## src/rtl/uart_transmitter_pkg.sv

```systemverilog
// Shared UART definitions: FSM state encoding (common with the receiver),
// default line configuration and the baud divisor helper.
package uart_transmitter_pkg;

    typedef enum logic [1:0] {
        ST_IDLE  = 2'b00,
        ST_START = 2'b01,
        ST_DATA  = 2'b10,
        ST_STOP  = 2'b11
    } uart_state_e;

    localparam int UART_CLK_FREQ = 50_000_000;
    localparam int UART_BAUD     = 115_200;

    // Clocks per bit; integer division, remainder is dropped.
    function automatic int calc_div(input int clk_freq, input int baud);
        return clk_freq / baud;
    endfunction

endpackage

```

## src/rtl/uart_baud_tick.sv

```systemverilog
// Bit-period timer: pulses tick for one cycle every DIV clocks. restart
// re-aligns the period so bit edges follow an external event (frame accept
// on transmit, start-bit edge on receive).
module uart_baud_tick #(
    parameter int DIV = 16
) (
    input  logic clk,
    input  logic rst,
    input  logic restart,
    output logic tick
);

    localparam int CW = (DIV > 2) ? $clog2(DIV) : 1;
    localparam logic [CW-1:0] CNT_LAST = CW'(DIV - 1);

    logic [CW-1:0] cnt_q;

    assign tick = (cnt_q == CNT_LAST);

    // Free count 0..DIV-1, cleared on reset or restart, wrapping on tick.
    always_ff @(posedge clk) begin
        if (rst || restart) begin
            cnt_q <= '0;
        end else if (tick) begin
            cnt_q <= '0;
        end else begin
            cnt_q <= cnt_q + 1'b1;
        end
    end

endmodule

```

## src/rtl/uart_transmitter.sv

```systemverilog
// UART transmit path: start bit, DATA_BITS data bits (MSB or LSB first),
// STOP_BITS stop bits. tx, txBusy and txDone are all registered.
//
// state | meaning
// IDLE  | line high, waiting for tx_start
// START | start bit (0) for one bit period
// DATA  | shifting data bits out, bit_cnt_q counts bits sent
// STOP  | stop bit(s) (1), bit_cnt_q counts stop periods
module uart_transmitter
    import uart_transmitter_pkg::*;
#(
    parameter int CLK_FREQ  = UART_CLK_FREQ,
    parameter int BAUD      = UART_BAUD,
    parameter int DATA_BITS = 8,
    parameter int STOP_BITS = 1,
    parameter int MSB_FIRST = 1
) (
    input  logic                 clk,
    input  logic                 rst,
    input  logic                 txEn,
    input  logic                 tx_start,
    input  logic [DATA_BITS-1:0] in_data,
    output logic                 tx,
    output logic                 txBusy,
    output logic                 txDone
);

    localparam int DIV = calc_div(CLK_FREQ, BAUD);
    localparam int BCW = 3;
    localparam logic [BCW-1:0] LAST_DATA = BCW'(DATA_BITS - 1);
    localparam logic [BCW-1:0] LAST_STOP = BCW'(STOP_BITS - 1);

    if (DIV < 2) begin : g_bad_div
        $error("uart_transmitter: CLK_FREQ/BAUD must be at least 2");
    end
    if (DATA_BITS < 5 || DATA_BITS > 8) begin : g_bad_data_bits
        $error("uart_transmitter: DATA_BITS must be 5..8");
    end
    if (STOP_BITS < 1 || STOP_BITS > 2) begin : g_bad_stop_bits
        $error("uart_transmitter: STOP_BITS must be 1..2");
    end

    uart_state_e          state_q, state_d;
    logic [DATA_BITS-1:0] shreg_q, shreg_d;
    logic [BCW-1:0]       bit_cnt_q, bit_cnt_d;
    logic                 tx_q, tx_d;
    logic                 busy_q, busy_d;
    logic                 done_q, done_d;
    logic                 tick;
    logic                 restart;
    logic                 out_bit;
    logic [DATA_BITS-1:0] shifted;

    // Holding the timer in restart while idle means it reads 0 right after
    // the accept edge, so bit edges line up with the accept cycle.
    assign restart = (state_q == ST_IDLE) || !txEn;

    uart_baud_tick #(
        .DIV(DIV)
    ) u_baud_tick (
        .clk    (clk),
        .rst    (rst),
        .restart(restart),
        .tick   (tick)
    );

    assign out_bit = (MSB_FIRST != 0) ? shreg_q[DATA_BITS-1] : shreg_q[0];
    assign shifted = (MSB_FIRST != 0) ? (shreg_q << 1) : (shreg_q >> 1);

    assign tx     = tx_q;
    assign txBusy = busy_q;
    assign txDone = done_q;

    // State and datapath registers; reset leaves the line idle-high.
    always_ff @(posedge clk) begin
        if (rst) begin
            state_q   <= ST_IDLE;
            shreg_q   <= '0;
            bit_cnt_q <= '0;
            tx_q      <= 1'b1;
            busy_q    <= 1'b0;
            done_q    <= 1'b0;
        end else begin
            state_q   <= state_d;
            shreg_q   <= shreg_d;
            bit_cnt_q <= bit_cnt_d;
            tx_q      <= tx_d;
            busy_q    <= busy_d;
            done_q    <= done_d;
        end
    end

    // Next state: advance only on baud ticks; disable forces IDLE.
    always_comb begin
        state_d = state_q;
        if (!txEn) begin
            state_d = ST_IDLE;
        end else begin
            case (state_q)
                ST_IDLE:  if (tx_start) state_d = ST_START;
                ST_START: if (tick) state_d = ST_DATA;
                ST_DATA:  if (tick && bit_cnt_q == LAST_DATA) state_d = ST_STOP;
                ST_STOP:  if (tick && bit_cnt_q == LAST_STOP) state_d = ST_IDLE;
                default:  state_d = ST_IDLE;
            endcase
        end
    end

    // Outputs, shift register and bit counter for the upcoming cycle.
    always_comb begin
        tx_d      = tx_q;
        busy_d    = busy_q;
        done_d    = 1'b0;
        shreg_d   = shreg_q;
        bit_cnt_d = bit_cnt_q;
        if (!txEn) begin
            tx_d      = 1'b1;
            busy_d    = 1'b0;
            bit_cnt_d = '0;
        end else begin
            case (state_q)
                ST_IDLE: begin
                    tx_d      = 1'b1;
                    busy_d    = 1'b0;
                    bit_cnt_d = '0;
                    if (tx_start) begin
                        shreg_d = in_data;
                        tx_d    = 1'b0;
                        busy_d  = 1'b1;
                    end
                end
                ST_START: begin
                    if (tick) begin
                        tx_d      = out_bit;
                        shreg_d   = shifted;
                        bit_cnt_d = '0;
                    end
                end
                ST_DATA: begin
                    if (tick) begin
                        if (bit_cnt_q == LAST_DATA) begin
                            tx_d      = 1'b1;
                            bit_cnt_d = '0;
                        end else begin
                            tx_d      = out_bit;
                            shreg_d   = shifted;
                            bit_cnt_d = bit_cnt_q + 1'b1;
                        end
                    end
                end
                ST_STOP: begin
                    if (tick) begin
                        if (bit_cnt_q == LAST_STOP) begin
                            tx_d      = 1'b1;
                            busy_d    = 1'b0;
                            done_d    = 1'b1;
                            bit_cnt_d = '0;
                        end else begin
                            bit_cnt_d = bit_cnt_q + 1'b1;
                        end
                    end
                end
                default: begin
                    tx_d   = 1'b1;
                    busy_d = 1'b0;
                end
            endcase
        end
    end

endmodule

```

## config.mk

```make
export PLATFORM = sky130hd
export DESIGN_NAME = uart_transmitter
export DESIGN_NICKNAME = d
export VERILOG_FILES = /design/src/rtl/uart_transmitter_pkg.sv /design/src/rtl/uart_baud_tick.sv /design/src/rtl/uart_transmitter.sv
export SDC_FILE = /design/constraint.sdc
export NUM_CORES = 1
export LEC_CHECK = 0
export BUFFER_PORTS_ARGS = -buffer_cell sky130_fd_sc_hd__clkbuf_2
export CAP_MARGIN = 10
export CORE_AREA = 2 2 62 64
export DETAILED_ROUTE_END_ITERATION = 6
export DIE_AREA = 0 0 64 66
export PLACE_DENSITY = 0.57
export SYNTH_ARGS = -nofsm -noshare
export SYNTH_HDL_FRONTEND = slang
export SYNTH_SLANG_ARGS = --single-unit
```

## constraint.sdc

```tcl
create_clock -name clk -period 2.2 [get_ports clk]
set_input_delay 0.66 -clock clk [delete_from_list [all_inputs] [get_ports clk]]
set_output_delay 0.66 -clock clk [all_outputs]
set_load 0.01 [all_outputs]
```

* Word level (Yosys, flattened, before mapping) *
Cells that the tools add are included.

storage, ports and cells
  register bits after elaboration = 25
  input bits = 12
  output and inout port bits = 3
  word-level logic and storage cells = 70

cells by class
  add/sub/neg operators = 2
  eq/ne operators = 13
  multiplexer cells = 28
  bitwise logic cells = 3
  reductions and logical operators = 17

operator list
  kind                                            count
  two-way mux 8 bit                               4
  one-hot mux 8 bit (3 select lines)              1
  != test 2 bit (second input constant)           8
  two-way mux 3 bit                               5
  one-hot mux 3 bit (4 select lines)              1
  two-way mux 1 bit                               10
  adder 9 x 1 -> 9 bit (second input constant)    1
  == test 9 bit (second input constant)           1
  two-way mux 2 bit                               4
  one-hot mux 2 bit (4 select lines)              1
  AND reduction 4 bit                             2
  AND reduction 3 bit                             2
  AND reduction 6 bit                             1
  == test 2 bit (second input constant)           2
  one-hot mux 1 bit (4 select lines)              1
  OR reduction 2 bit                              2
  OR reduction 4 bit                              1
  adder 3 x 1 -> 3 bit (second input constant)    1
  == test 3 bit (second input constant)           1
  logical NOT 3 bit                               1
  NOT 1 bit                                       3
  nonzero test 3 bit                              1
  == test 2 x 1 -> 1 bit (second input constant)  1
  logical AND 1 bit                               2
  other kinds (5)                                 6

* Depth between registers and ports, before layout *
  depth in word-level cells = 4
  depth in mapped cells = 9

* Modules after synthesis *
Synthesis repeated with hierarchy kept, for this count alone.

unflattened totals
  cell total of the unflattened synthesis = 149
  area total of the unflattened synthesis = 1343.8 um^2

by module, submodules not included
  module            instances  cells an instance  area an instance (um^2)  seq. area each (um^2)
  uart_transmitter  1          103                929.6                    320.3
  uart_baud_tick    1          46                 414.1                    180.2

* Worst setup path before layout *
No wires, ideal clock.

  path kind = register to register
  start point = register state_q[0]
  end point = register shreg_q[6]
  arrival = 1.540 ns
  data required time = 2.067 ns
  slack = 0.528 ns
  cell stages (with the launch flop) = 10
  buffers on the path = 3
  period minus slack after synthesis = 1.672 ns
  cell sequence = dfxtp_1 inv_1 ha_1 buf_6 nor3_1 and4b_1 buf_2 buf_6 a21oi_1 a311oi_1

between the ends
  word-level cells in the longest chain between the ends = 3
  elaborated cells between the ends (all ways) = 10
  those cells by class = eq/ne: 6; mux: 1; reduce/logical: 3

RTL lines
  what                                                           RTL line                 RTL
  start: declaration                                             uart_transmitter.sv:43   uart_state_e state_q, state_d;
  start signal: assignment                                       uart_transmitter.sv:84   state_q <= state_d;
  == test 2 bit (tied with other cells)                          uart_transmitter.sv:121  case (state_q)
  != test 2 bit (no line) or nonzero test 3 bit (tied branches)  --
  AND reduction 6 bit (no line)                                  --
  end signal: assignment                                         uart_transmitter.sv:85   shreg_q <= shreg_d;
  end: declaration                                               uart_transmitter.sv:44   logic [DATA_BITS-1:0] shreg_q, shreg_d;

Parallel ways exist; a longest one is shown, timed or not.
A chain may end at the register's enable or synchronous reset.

* Worst setup path in the final report *
  start point = register state_q[0]
  end point = register shreg_q[3]

Same word-level chain as after synthesis.

==> results.ini <==
[final_layout]
fin_util_pct=41.75
drive_above_1_share_pct=16.25
design_area_um2=1483
antennaDiodeCount=0
finalNonFillerCells=208
nets=182
area_growth_pct=9.317

[routing]
drt_iter0_drc=31
postRouteAntennaNets=0
dr.pass1.iters=4
wirelength_um=2558
viasPerCell=5.067
drc_errors=0
vias=1054
wl_per_cell_um=12.30

[placement]
finalWeightedCongestion=0.8411
post-dp-hpwl_um=1980
place_area_um2=1455
dp_cells=204
port_buffers=14

[synth]
synth-compound-area-share_pct=17.16
ys_types=37
syn-mean-instance-area_um2=9.290
synth_top_family_by_area=simple AND/OR/NAND/NOR gates
netlist_area_um2=1356
ys_ff_latch=25
synth_nets=167
ys_warn_count=0
synthXorXnorAreaFrac_pct=3.875
muxShareOfSynthArea_pct=7.380
yosysSeqAreaShare_pct=36.90
asyncSetResetFlopFracSynth_pct=0
synth-simple-area-share_pct=21.31
synth_flop_cell=dfxtp_1
syn_inst=146
synthAdderAreaFrac_pct=8.303
synth_edf_count=0

[die]
die_y_um=66
die_w_um=64
core_area_um2=3551
fp.dieArea_um2=4224
start_util_pct=38.20
rows=22
io_pins=15

[run_status]
status=complete, no violations

[global_routing]
antenna_found_initial=0
grt_pass1_vias=1073
grt_start_max_net_pins=17
grt_usage_pct=13.51
gr-total-overflow=0
grt_pass1_wl_um=4540

[cts]
clk_latency_ns=0.32
cts_resized=0
post_cts_buffers=0
cts_tree=yes
clock-root-buffer=clkbuf_4
cts.sinks=25
clk_pin_slew_ns=0.14
hold_buffers=0
cts_max_level=1
cts_buffers=3
clk_path_buf_depth=2

[sta]
max_slew.worst_pin.slew_ns=0.6473
finClkSkew_ns=0.007837
finalCritPeriodShare_pct=91.15
rsz0062_at_grt=no
setup_tns_ns=0
period_minus_slack_ns=2.005
setup_violations=0
hold_viol=0
slew_violations=0
fmax_mhz=498.7
slew_headroom_pct=56.56

[worst_setup_path]
worst_setup_path_end_kind=flip-flop
cp.required_ns=2.44
cp.arrival_ns=2.24
startpoint_type=flip-flop
critical_path.max_fanout=15
crit_type=reg2reg

[pwr]
design_power_total_mw=0.8378
power.leakage_nw=0.5463
power_density_nw_per_um2=565.1
ir_drop_v=0.0002175

[run]
max_cap_viol_count=0

[hold_path]
hp-class=reg2reg

-- synth_stat cells, types with 2 or more instances --
master	count	share of area, %
nand4b_1	2	1.3
nand2_1	11	3.0
nand3_1	2	0.74
or3_1	2	0.92
and4b_1	2	1.5
nor2_1	13	3.6
xor2_1	3	1.9
buf_6	3	2.5
nand2b_1	3	1.4
dfxtp_1	25	37
ha_1	9	8.3
a21oi_1	17	6.3
or3b_1	2	1.3
inv_1	6	1.7
xnor2_1	3	1.9
nor3_1	3	1.1
mux2i_1	10	7.4
a311oi_1	7	4.5
o21ai_0	5	1.8
-- cell type report --
cell class	instances	area, um2
clock inverter	1	5.005
timing repair buffer	16	85.08
sequential	25	500.5
inverter	6	22.52
tap	48	60.06
multi-input combinational	109	787.0
fill	351	2068
clock buffer	3	22.52
-- worst max-delay path, stage by stage, from the launching register on --
cell and delay, ns:
dfxtp_1 0.36, inv_1 0.09, ha_1 0.36, nor3_1 0.10, and4b_1 0.58, a21oi_1 0.14, a311oi_1 0.28
-- stage by stage --
stage / hold slack [ns] / setup WS, ns
floorplan: 0.4295 / 0.5278
global placement: 0.4406 / 0.3606
detailed placement: 0.4551 / 0.2548
CTS: 0.4858 / 0.2102
global route: 0.4962 / 0.01038
finish: 0.4821 / 0.1948
-- path summary, 6_finish.rpt --
path	start	endpoint	slack [ns]	cells after the start
min	bit_cnt_q[2]	bit_cnt_q[2]	0.48	2
max reg2reg	state_q[0]	shreg_q[3]	0.19	6
max	state_q[0]	shreg_q[3]	0.19	6
min reg2reg	bit_cnt_q[2]	bit_cnt_q[2]	0.48	2
-- registers in the layout (all words and copies together), names as in the netlist --
signal / flops
tx: 1
shreg_q: 8
u_baud_tick.cnt_q: 9
bit_cnt_q: 3
state_q: 2
txBusy: 1
txDone: 1
-- cells by family after synthesis --
group	count (synthesis)
adder cells (fa/ha/maj)	9
multiplexers	10
flip-flops	25
XOR/XNOR	6
AND/OR/NAND/NOR	49
AO/OA/AOI/OAI	35
buffers and inverters	12
-- cells in the final DEF, fill, tap and decap left out, drive strengths merged --
cell / instances
nand4bb: 1
and4b: 2
a21oi: 18
a311oi: 7
a2bb2oi: 1
and3: 1
a21bo: 1
clkbuf: 17
dfxtp: 25
nor4: 1
o21ai: 6
and4bb: 1
xnor2: 3
nor2b: 1
ha: 9
o31a: 1
or2: 1
or3b: 2
nor2: 13
inv: 6
nand4b: 2
nand2: 11
nor3: 4
clkinv: 1
o22ai: 1
nand4: 1
xor2: 3
or3: 2
nand2b: 3
nand3: 2
mux2i: 10
buf: 2
and2: 1
-- power breakdown --
part           total [mW]  switching, mW  internal [mW]  leakage (nW)
clock network       0.209          0.141         0.0681        0.0177
registers           0.487         0.0130          0.474         0.203
logic               0.142         0.0777         0.0639         0.325
total               0.838          0.232          0.606         0.546
-- layer usage --
layer,part of all wire [%],global-route usage [%],up-vias
met5,0,0,-
met4,0.66,4.076,0
met3,2.5,2.044,2
met2,46,23.83,14
met1,51,16.91,488
li1,-,-,550
Power figures use the tool's default switching activity.
